===== src/rtl/mem_reader.sv =====
// mem_reader: streams a block of words from a synchronous-read memory.
// The block is COUNT words long and starts at BASE_ADDR. The address wraps
// from DEPTH_MEM-1 back to 0. Words are buffered in a 2-entry FIFO and leave
// through a valid/ready output. A 16-bit running checksum covers every word
// that transfers.
//
// Ports:
//   clk        - sole clock, rising edge
//   reset      - synchronous active-low reset
//   start      - request a readback (sampled only in IDLE)
//   base_addr  - first word address, latched on accepted start
//   count      - number of words (0..DEPTH_MEM), latched on accepted start
//   raddr      - read address to the memory
//   rdata      - memory data, valid one cycle after raddr is sampled
//   out_data   - streamed word (FIFO head)
//   out_valid  - out_data valid
//   out_ready  - consumer accepts; transfer on out_valid && out_ready
//   busy       - high from accepted start until done
//   done       - one-cycle completion pulse
//   checksum   - sum of transferred words modulo 2^16
module mem_reader #(
    parameter int WID_MEM   = 9,
    parameter int DEPTH_MEM = 8192,
    parameter int ADDR_W    = 13
) (
    input  logic                clk,
    input  logic                reset,
    input  logic                start,
    input  logic [ADDR_W-1:0]   base_addr,
    input  logic [ADDR_W:0]     count,
    output logic [ADDR_W-1:0]   raddr,
    input  logic [WID_MEM-1:0]  rdata,
    output logic [WID_MEM-1:0]  out_data,
    output logic                out_valid,
    input  logic                out_ready,
    output logic                busy,
    output logic                done,
    output logic [15:0]         checksum
);

    typedef enum logic [1:0] {
        IDLE  = 2'd0,
        READ  = 2'd1,
        DRAIN = 2'd2,
        DONE  = 2'd3
    } state_t;

    state_t               state_r;
    state_t               state_nxt_s;
    logic [ADDR_W-1:0]    addr_r;
    logic [ADDR_W:0]      remain_r;
    logic                 pend_r;      // a read was issued last cycle; rdata is valid now
    logic [1:0]           fifo_cnt_r;
    logic [WID_MEM-1:0]   fifo0_r;     // head entry
    logic [WID_MEM-1:0]   fifo1_r;
    logic [15:0]          csum_r;

    logic                 accept_s;
    logic                 pop_s;
    logic                 issue_s;
    logic                 last_issue_s;
    logic                 last_xfer_s;
    logic [1:0]           occ_s;

    // The FIFO head drives the output directly, so out_data is stable while stalled.
    assign raddr     = addr_r;
    assign out_data  = fifo0_r;
    assign out_valid = (fifo_cnt_r != 2'd0);
    assign busy      = (state_r == READ) || (state_r == DRAIN);
    assign done      = (state_r == DONE);
    assign checksum  = csum_r;

    // Handshake, issue and completion decode.
    always_comb begin
        accept_s = (state_r == IDLE) && start;
        pop_s    = (fifo_cnt_r != 2'd0) && out_ready;
        // Count a word leaving this cycle as a free slot. This keeps one word
        // per cycle with out_ready held high, and the FIFO never holds more than two.
        occ_s    = fifo_cnt_r + {1'b0, pend_r} - {1'b0, pop_s};
        issue_s  = (state_r == READ) && (occ_s < 2'd2) &&
                   (remain_r != {(ADDR_W+1){1'b0}});
        last_issue_s = issue_s && (remain_r == {{ADDR_W{1'b0}}, 1'b1});
        last_xfer_s  = (state_r == DRAIN) && pop_s && (fifo_cnt_r == 2'd1) && !pend_r;
    end

    // Next-state logic.
    always_comb begin
        state_nxt_s = state_r;
        case (state_r)
            IDLE: begin
                if (accept_s) begin
                    if (count == {(ADDR_W+1){1'b0}}) begin
                        state_nxt_s = DONE;
                    end else begin
                        state_nxt_s = READ;
                    end
                end else begin
                    state_nxt_s = IDLE;
                end
            end
            READ: begin
                if (last_issue_s) begin
                    state_nxt_s = DRAIN;
                end else begin
                    state_nxt_s = READ;
                end
            end
            DRAIN: begin
                if (last_xfer_s) begin
                    state_nxt_s = DONE;
                end else begin
                    state_nxt_s = DRAIN;
                end
            end
            DONE:    state_nxt_s = IDLE;
            default: state_nxt_s = IDLE;
        endcase
    end

    // State register.
    always_ff @(posedge clk) begin
        if (!reset) begin
            state_r <= IDLE;
        end else begin
            state_r <= state_nxt_s;
        end
    end

    // Address/remaining counters, read pipeline flag, FIFO and checksum.
    always_ff @(posedge clk) begin
        if (!reset) begin
            addr_r     <= {ADDR_W{1'b0}};
            remain_r   <= {(ADDR_W+1){1'b0}};
            pend_r     <= 1'b0;
            fifo_cnt_r <= 2'd0;
            fifo0_r    <= {WID_MEM{1'b0}};
            fifo1_r    <= {WID_MEM{1'b0}};
            csum_r     <= 16'd0;
        end else begin
            if (accept_s) begin
                addr_r   <= base_addr;
                remain_r <= count;
            end else if (issue_s) begin
                if (addr_r == ADDR_W'(DEPTH_MEM - 1)) begin
                    addr_r <= {ADDR_W{1'b0}};
                end else begin
                    addr_r <= addr_r + {{(ADDR_W-1){1'b0}}, 1'b1};
                end
                remain_r <= remain_r - {{ADDR_W{1'b0}}, 1'b1};
            end

            pend_r <= issue_s;

            // The issue throttle means a push never arrives at a full FIFO unless a pop happens too.
            case ({pend_r, pop_s})
                2'b10: begin
                    if (fifo_cnt_r == 2'd0) begin
                        fifo0_r <= rdata;
                    end else begin
                        fifo1_r <= rdata;
                    end
                    fifo_cnt_r <= fifo_cnt_r + 2'd1;
                end
                2'b01: begin
                    fifo0_r    <= fifo1_r;
                    fifo_cnt_r <= fifo_cnt_r - 2'd1;
                end
                2'b11: begin
                    if (fifo_cnt_r == 2'd1) begin
                        fifo0_r <= rdata;
                    end else begin
                        fifo0_r <= fifo1_r;
                        fifo1_r <= rdata;
                    end
                end
                default: begin
                    fifo_cnt_r <= fifo_cnt_r;
                end
            endcase

            if (accept_s) begin
                csum_r <= 16'd0;
            end else if (pop_s) begin
                csum_r <= csum_r + 16'(fifo0_r);
            end
        end
    end

endmodule

===== config.mk =====
export PLATFORM = sky130hd
export DESIGN_NAME = mem_reader
export DESIGN_NICKNAME = d
export VERILOG_FILES = /design/src/rtl/mem_reader.sv
export SDC_FILE = /design/constraint.sdc
export NUM_CORES = 1
export LEC_CHECK = 0
export BUFFER_PORTS_ARGS = -buffer_cell sky130_fd_sc_hd__buf_2
export CAP_MARGIN = 20
export CORE_ASPECT_RATIO = 1.25
export CORE_MARGIN = 1.5
export CORE_UTILIZATION = 49
export DETAILED_ROUTE_END_ITERATION = 10
export PLACE_DENSITY_LB_ADDON = 0.05
export SYNTH_ARGS = -nofsm -noshare
export SYNTH_HDL_FRONTEND = slang
export SYNTH_SLANG_ARGS = --single-unit

===== constraint.sdc =====
create_clock -name clk -period 2.3 [get_ports clk]
set_clock_uncertainty 0.15 [all_clocks]
set_input_delay 0.345 -clock clk [delete_from_list [all_inputs] [get_ports clk]]
set_output_delay 0.345 -clock clk [all_outputs]
set_load 0.1 [all_outputs]

==> flow_summary.toml <==
[route]
routed_wirelength_mm = 9.23
remaining_drc_errors = 0
antenna_left = 0
firstDrtPassIters = 4
first_iter_violations = 153
vias = 3546
drt-wirelength-per-cell_um = 14.3
via_per_inst = 5.49

[layout]
final_common_cell = "buf_2"
stdcell_area_um2 = 4650
final_nets = 613
area_growth_syn_to_layout_pct = 28.3
final_core_util = 0.659
layout-drive-gt1-share = 0.338
layout_common_cells = "buf_2, nor2_1, nand2_1"
diodes = 0

[grt]
grt_max_degree = 44
gr-usage-all-layers = 0.243
antenna_found_initial = 0
overflow = 0
grt_pass1_vias = 3450
grt_pass1_wl_mm = 15.6

[timing]
tightest_slew_ps = 687
finalHoldViolCount = 0
setup_violations = 0
slew_headroom = 0.541
tns_ps = 0
whs_ps = 103
fin_crit_sh = 0.976
drv_slew = 0
fmax_mhz = 445
fin_crit_ps = 2250
rsz0062_at_grt = "yes"

[power]
power_mw = 4.72
ir_worst_vdd_mv = 0.676
power_frac_clock = 0.199
p_int_mw = 2.49
p_leak_nw = 1.95
swShare = 0.472
p_per_area_nw_per_um2 = 1010
power_frac_comb = 0.483
p_sw_mw = 2.23
seq_power_share = 0.318

[clock_tree]
hold_buffers = 0
clock-root-buffer = "clkbuf_8"
clock-sinks = 66
cts_made_buffers = 9
htreeDepth = 3
clkTransAtPathRegs_ps = 80
cts_buffer_depth = 2
cts_tree = "yes"
clkLatencyLatePin_ps = 340

[critical_path]
path_max_fanout = 8
crit_chain = "or4_4, nor3_4, nand3_2, buf_4, nand4_1, buf_4, o21ai_0, a31oi_1"
r2r_start = "remain_r[2]"
cp_slowest_cell = "or4_4"
cp-end-kind = "register"
startpoint = "remain_r[2]"
crit_required_ps = 2420
r2r_setup_slack_ps = 50
crit_arrival_ps = 2370
path_buf_inv = 2
worst_path_largest_cell_delay_ps = 580
cp-start-kind = "register"
critical_path_class = "register to register"
timing.rr.end = "remain_r[11]"
crit_family = "simple AND/OR/NAND/NOR gates"
reg2reg_depth = 8
cp_common_cell = "buf_4"

[logic_synthesis]
ys_ff_latch = 66
netlist-cell-type-count = 52
syn-num-nets = 505
syn_avg_cell_area_um2 = 8.19
synthCells = 443
ys.flop_type = "dfxtp_1"
synth.yosys.seq_area_share = 0.364
async_reset_ff_frac = 0
synth_edf_count = 0
synth.cell_area_um2 = 3630
yosysWarnings = 0

[placed_design]
io_buffer_count = 80
dpl_cell_area_um2 = 4310
gp_routability_congestion = 0.870
dp_hpwl_mm = 6.77

[die]
die_x_um = 80.0
dieArea_um2 = 7930
num_rows = 34
core-area_um2 = 7060
start_util = 0.514
dieHeight_um = 99.2
ios = 81

[worst_hold_path]
hold_path_class = "primary input to register"
hp-start = "rdata[2]"
min_to = "fifo1_r[2]"
min_path_cells = 3

[job]
drv_cap = 0

[outcome]
status = "complete, no violations"
==> registers in the layout, summed over array words and instances (netlist names) <==
register	flops
remain_r	14
fifo_cnt_r	2
state_r	2
fifo1_r	9
raddr	13
pend_r	1
checksum	16
out_data	9
==> what timing repair did <==
| item | CTS | global route |
|---|---|---|
| pin swaps | 0 | 9 |
| resized for setup | 1 | 14 |
| endpoints found under the hold margin | 0 | 0 |
| setup endpoints to repair | 6 | 28 |
| setup buffers | 2 | 11 |
==> power by group through the flow <==
stage	registers [mW]	logic (mW)	clock network [mW]
floorplan	2.19	1.00	0
global placement	1.51	2.12	0
detailed placement	1.51	2.15	0
CTS	1.49	2.17	0.947
global route	1.52	2.47	1.00
finish	1.50	2.28	0.938
==> through the flow <==
step | std cells | setup WS, ps
after CTS | 634 | 37.9
after global placement | 616 | -10.5
after global routing | 646 | -100
final | 646 | 54.4
after floorplan | 443 | 12.3
after detailed placement | 616 | -32.3
==> cells by family (layout without fill, tap and decap cells) <==
family / count (synthesis) / in the layout / share of synthesized area
buffers and inverters: 32 / 145 / 0.0352
AOI/OAI and AO/OA: 113 / 113 / 0.188
muxes: 11 / 11 / 0.0304
DFF: 66 / 66 / 0.364
xor gates and xnor gates: 27 / 27 / 0.0652
adders and majority gates: 22 / 22 / 0.0780
and+or+nand+nor: 172 / 172 / 0.239
==> per-layer routing <==
layer,routed length [um],track usage,part of all wire
met5,0,0,0
met4,145,0.0942,0.016
met3,314,0.0294,0.034
met2,4740,0.433,0.51
met1,4040,0.291,0.44
==> worst max path at each step <==
stage	slack, ps	endpoint	cells past startpoint
after floorplan	10	checksum[14]	8
after global routing	-100	remain_r[9]	9
after detailed placement	-30	checksum[14]	8
final	50	remain_r[11]	8
after global placement	-10	checksum[14]	8
after CTS	40	checksum[14]	8
==> worst register-to-register path, stage by stage, from the launching register on <==
cell	delay [ps]
dfxtp_1	350
or4_4	580
nor3_4	210
nand3_2	160
buf_4	200
nand4_1	180
buf_4	140
o21ai_0	60
a31oi_1	160
==> cells in the mapped netlist, types with 3 or more instances <==
master	n	area, um^2
o211ai_1	3	22.5
nand4_1	8	50.1
xnor2_1	12	105
a211oi_1	4	30.0
mux2i_1	11	110
nor3_1	17	85.1
nor2_1	48	180
and2_1	4	25.0
clkbuf_1	14	52.6
inv_1	13	48.8
a21o_1	3	22.5
buf_2	3	15.0
a221oi_1	9	78.8
nand2_1	39	146
a31oi_1	12	75.1
nand3_1	23	115
a21oi_1	34	170
and3_1	4	25.0
or3_1	9	56.3
o21ai_0	33	165
xor2_1	15	131
ha_1	21	263
dfxtp_1	66	1320
==> final cells by class <==
cell class	count	area [um^2]
multi-input combinational	345	2250
tap	90	113
fill	663	2410
inverter	13	48.8
clock inverter	5	37.5
clock buffer	11	153
sequential	66	1380
timing repair buffer	116	668
(Power assumes the default switching activity.)
